--- src/rtl/shift_step_reg.sv ---
// Stepped arithmetic right-shift register: loads a value, then on each enabled
// step captures step_in >>> SHIFT_AMT until STEPS steps have been accepted.
module shift_step_reg #(
  parameter int WIDTH     = 65,
  parameter int SHIFT_AMT = 2,
  parameter int STEPS     = 16,
  localparam int CW       = $clog2(STEPS+1)
) (
  input  logic             clk,
  input  logic             clr,
  input  logic             start,
  input  logic [WIDTH-1:0] load_val,
  input  logic [WIDTH-1:0] step_in,
  input  logic             en,
  input  logic             flush,
  output logic [WIDTH-1:0] q,
  output logic             busy,
  output logic             done,
  output logic [CW-1:0]    step_cnt
);

  typedef enum logic [1:0] {IDLE, RUN, DONE} state_t;

  state_t           state, state_nxt;
  logic [WIDTH-1:0] q_nxt;
  logic [CW-1:0]    cnt_nxt, cnt_inc;
  logic [WIDTH-1:0] shifted;

  assign shifted = WIDTH'($signed(step_in) >>> SHIFT_AMT);
  assign cnt_inc = step_cnt + CW'(1);

  always_ff @(posedge clk or negedge clr) begin
    if (!clr) begin
      state    <= IDLE;
      q        <= '0;
      step_cnt <= '0;
    end else begin
      state    <= state_nxt;
      q        <= q_nxt;
      step_cnt <= cnt_nxt;
    end
  end

  always_comb begin
    state_nxt = state;
    q_nxt     = q;
    cnt_nxt   = step_cnt;
    if (flush) begin
      // abort wins over start/en; leaving DONE/RUN here means no done pulse follows
      state_nxt = IDLE;
      q_nxt     = '0;
      cnt_nxt   = '0;
    end else begin
      case (state)
        IDLE, DONE: begin
          if (start) begin
            state_nxt = RUN;
            q_nxt     = load_val;
            cnt_nxt   = '0;
          end else begin
            state_nxt = IDLE;
          end
        end
        RUN: begin
          if (en) begin
            q_nxt   = shifted;
            cnt_nxt = cnt_inc;
            if (cnt_inc == CW'(STEPS)) state_nxt = DONE;
          end
        end
        default: state_nxt = IDLE;
      endcase
    end
  end

  assign busy = (state == RUN);
  assign done = (state == DONE);

endmodule

--- config.mk ---
export PLATFORM = sky130hd
export DESIGN_NAME = shift_step_reg
export DESIGN_NICKNAME = d
export VERILOG_FILES = /design/src/rtl/shift_step_reg.sv
export SDC_FILE = /design/constraint.sdc
export NUM_CORES = 1
export LEC_CHECK = 0
export ABC_AREA = 1
export ABC_CLOCK_PERIOD_IN_PS = 1750
export CAP_MARGIN = 25
export CORE_MARGIN = 2
export CORE_UTILIZATION = 39
export CTS_BUF_LIST = sky130_fd_sc_hd__clkbuf_16
export DETAILED_ROUTE_END_ITERATION = 16
export PLACE_DENSITY = 0.81
export SYNTH_ARGS = -nofsm -noshare
export SYNTH_HDL_FRONTEND = slang
export SYNTH_SLANG_ARGS = --single-unit
export TNS_END_PERCENT = 1
--- constraint.sdc ---
create_clock -name clk -period 1.75 [get_ports clk]
set_input_delay 0.2625 -clock clk [delete_from_list [all_inputs] [get_ports clk]]
set_output_delay 0.2625 -clock clk [all_outputs]
set_load 0.02 [all_outputs]
==> run metrics <==
status finished clean; num rows 35; Yosys warnings 0; Worst R2R Path Depth 8; Max Fclk 601 MHz; capturing element type of the critical path output port; Non-Filler Instances 874; Synth Flop Type dfrtp_1; I/O pins ~210; hpwl dp a little under 9000 um; Pre-antenna DRT Iters 6; TritonCTS clock tree built; P&R area growth vs syn 66.4%; worst vdd ir 0.000481 V; Worst setup SP type register; first-pass GRT wire length 18100 um; top-area cell type share of the netlist area 48.2%; most frequent cell after synthesis nand2_1; 1st-iter DRT viols ~140; Core Footprint ~0.0093 mm2; nets@finish a little under 900; count of pins over their slew limit 0; gr usage total 22.2%; #FFs+latches synth between 70 and 80; Largest stage delay, worst path 650 ps; actual slew at the worst max-slew pin roughly 450 ps; vias per std cell between 4 and 5; ranking of synthesized cells by area dfrtp_1, nand2_1, nand3_1; Crit path required time roughly 1500 ps; WS Path Type reg -> out; H-tree lvl count 3; Die X between 100 and 150 um; Core Util, Final around 67%; minimum period implied by the final worst setup slack between 1500 and 2000 ps; fraction of registers with async set/reset 100%; WP buf/inv 1; # DRC 0; synth unique cells 19; Num Clock Sinks approximately 70; Final Hold Fails 0; critical path, cell by cell clkdlybuf4s50_1; reg-to-reg startpoint state[0]; clock insertion delay at the later pin of the skew report roughly 320 ps; Reg2Reg Setup Slack 210 ps; largest fanout on the critical path 6; top cells by count, synth nand2_1, dfrtp_1, nand3_1; Final setup viols 0; Worst EP arrival 1400 ps; PD cells 846 mW/mm2; post-synthesis net count between 600 and 700; crit-path leading delay family buffers and inverters; Avg Synthesized Cell Area about 6.9 um2; initial antenna violation count 0; RePlAce Congestion 0.808; Seq/Total Area, Yosys 48.2%; vias in the first global route 3900; remaining global-route overflow 0; Die Ht roughly 100 um; final antenna-violating net count 0; Port Buffer Count approximately 200; number of buffers created by CTS 9; Max-slew headroom a little over two thirds; largest area contributor in the netlist dfrtp_1; Post-Route WL around 12000 um; Tcrit/Tclk final ~95%; Die Area just over 0.01 mm2; Syn Std Cell Area 0.00374 mm2; pin count of the biggest net entering global routing 63; RSZ-0062 raised after global routing false; clk buf depth 2; total of max-cap violations 0; placed cells between 800 and 900; LEAKAGE approximately 3 nW; total vias in the final route between 4k and 5k; Post-synth EDFFs 0; Tightest Hold Check Type in -> async; clk root buf clkbuf_16; layout cells sized above 1 between 4 and 5%; worst r2r dst step_cnt[0]; Antenna diodes 0; CP max-delay cell clkdlybuf4s50_1; clk_skew around 5.6 ps; routed len/inst about 13 um; Post-Synthesis Cells between 500 and 600; Worst-path clk slew 50 ps; Initial Util about two fifths
## metal layers
metal	track usage (%)	routed length, um	vias up
met1	25.4	4680	1845
met2	40.6	5820	168
met3	5.34	1050	18
met4	7.69	224	0
li1	-	-	2071
met5	0	0	-
## registers in the layout (all words and copies together), names as in the netlist
register	count
q	65
step_cnt	5
state	2
## kinds of logic (layout without fill, tap and decap cells)
group / count (synthesis) / count (layout) / share of synthesized area [%]
AND/OR/NAND/NOR: 393 / 393 / 41.4
flip-flops: 72 / 72 / 48.2
buffers and inverters: 45 / 246 / 5.46
AO/OA/AOI/OAI: 32 / 32 / 4.39
adder cells (fa/ha/maj): 1 / 1 / 0.335
XOR/XNOR: 1 / 1 / 0.234
## area by class of cell
| cell class | count | area, um2 |
|---|---|---|
| Fill cell | 790 | 3070 |
| Clock inverter | 5 | 18.8 |
| Tap cell | 129 | 161 |
| Clock buffer | 9 | 225 |
| Timing Repair Buffer | 222 | 2230 |
| Multi-Input combinational cell | 427 | 1740 |
| Inverter | 10 | 43.8 |
| Sequential cell | 72 | 1800 |
## stage by stage
step	power, W	worst slack [ps]	TNS [ps]	hold slack [ps]	instance area (um2)
after global routing	0.00553	36.4	0	493	6220
after CTS	0.00530	2.44	0	465	6210
final	0.00526	85.2	0	458	6220
after global placement	0.00373	-16.1	-262	234	5960
after floorplan	0.00281	361	0	-33.1	3740
after detailed placement	0.00377	-72.0	-1810	236	5960
## worst max path at each step
stage / slack (ps) / to / from / cells after the start
floorplan: 360 / q[62] / state[1] / 10
global placement: -20 / q[59] / flush / 7
detailed placement: -70 / q[31] / flush / 7
CTS: 2 / step_cnt[2] / step_cnt[2] / 1
global route: 40 / step_cnt[3] / step_cnt[3] / 1
finish: 90 / step_cnt[3] / step_cnt[3] / 1
## power by group
group / internal, W / leakage, nW / switching, W / total (W)
Combinational: 0.000844 / 2.01 / 0.000891 / 0.00173
Sequential: 0.00188 / 0.944 / 0.000125 / 0.00201
Clock: 0.000916 / 0.126 / 0.000603 / 0.00152
Total: 0.00364 / 3.08 / 0.00162 / 0.00526
## layout by cell type (no fill, tap or decap), drive strengths merged
| cell type | instances |
|---|---|
| nor2 | 5 |
| clkbuf | 9 |
| o21ai | 32 |
| dfrtp | 72 |
| inv | 11 |
| dlygate4sd3 | 1 |
| clkinvlp | 1 |
| xor2 | 1 |
| ha | 1 |
| nand4 | 2 |
| clkinv | 3 |
| buf | 18 |
| nand3 | 44 |
| clkdlybuf4s50 | 200 |
| nand2 | 342 |
| dlymetal6s2s | 1 |
| dlygate4sd2 | 2 |
## repair_timing
action / in CTS / in global routing
setup buffers: 0 / 0
setup endpoints to repair: 2 / 11
gates resized for setup: 2 / 4
endpoints found under the hold margin: 34 / 0
hold buffers: 1 / 0
Note: power is estimated with default switching activity, not from simulation.
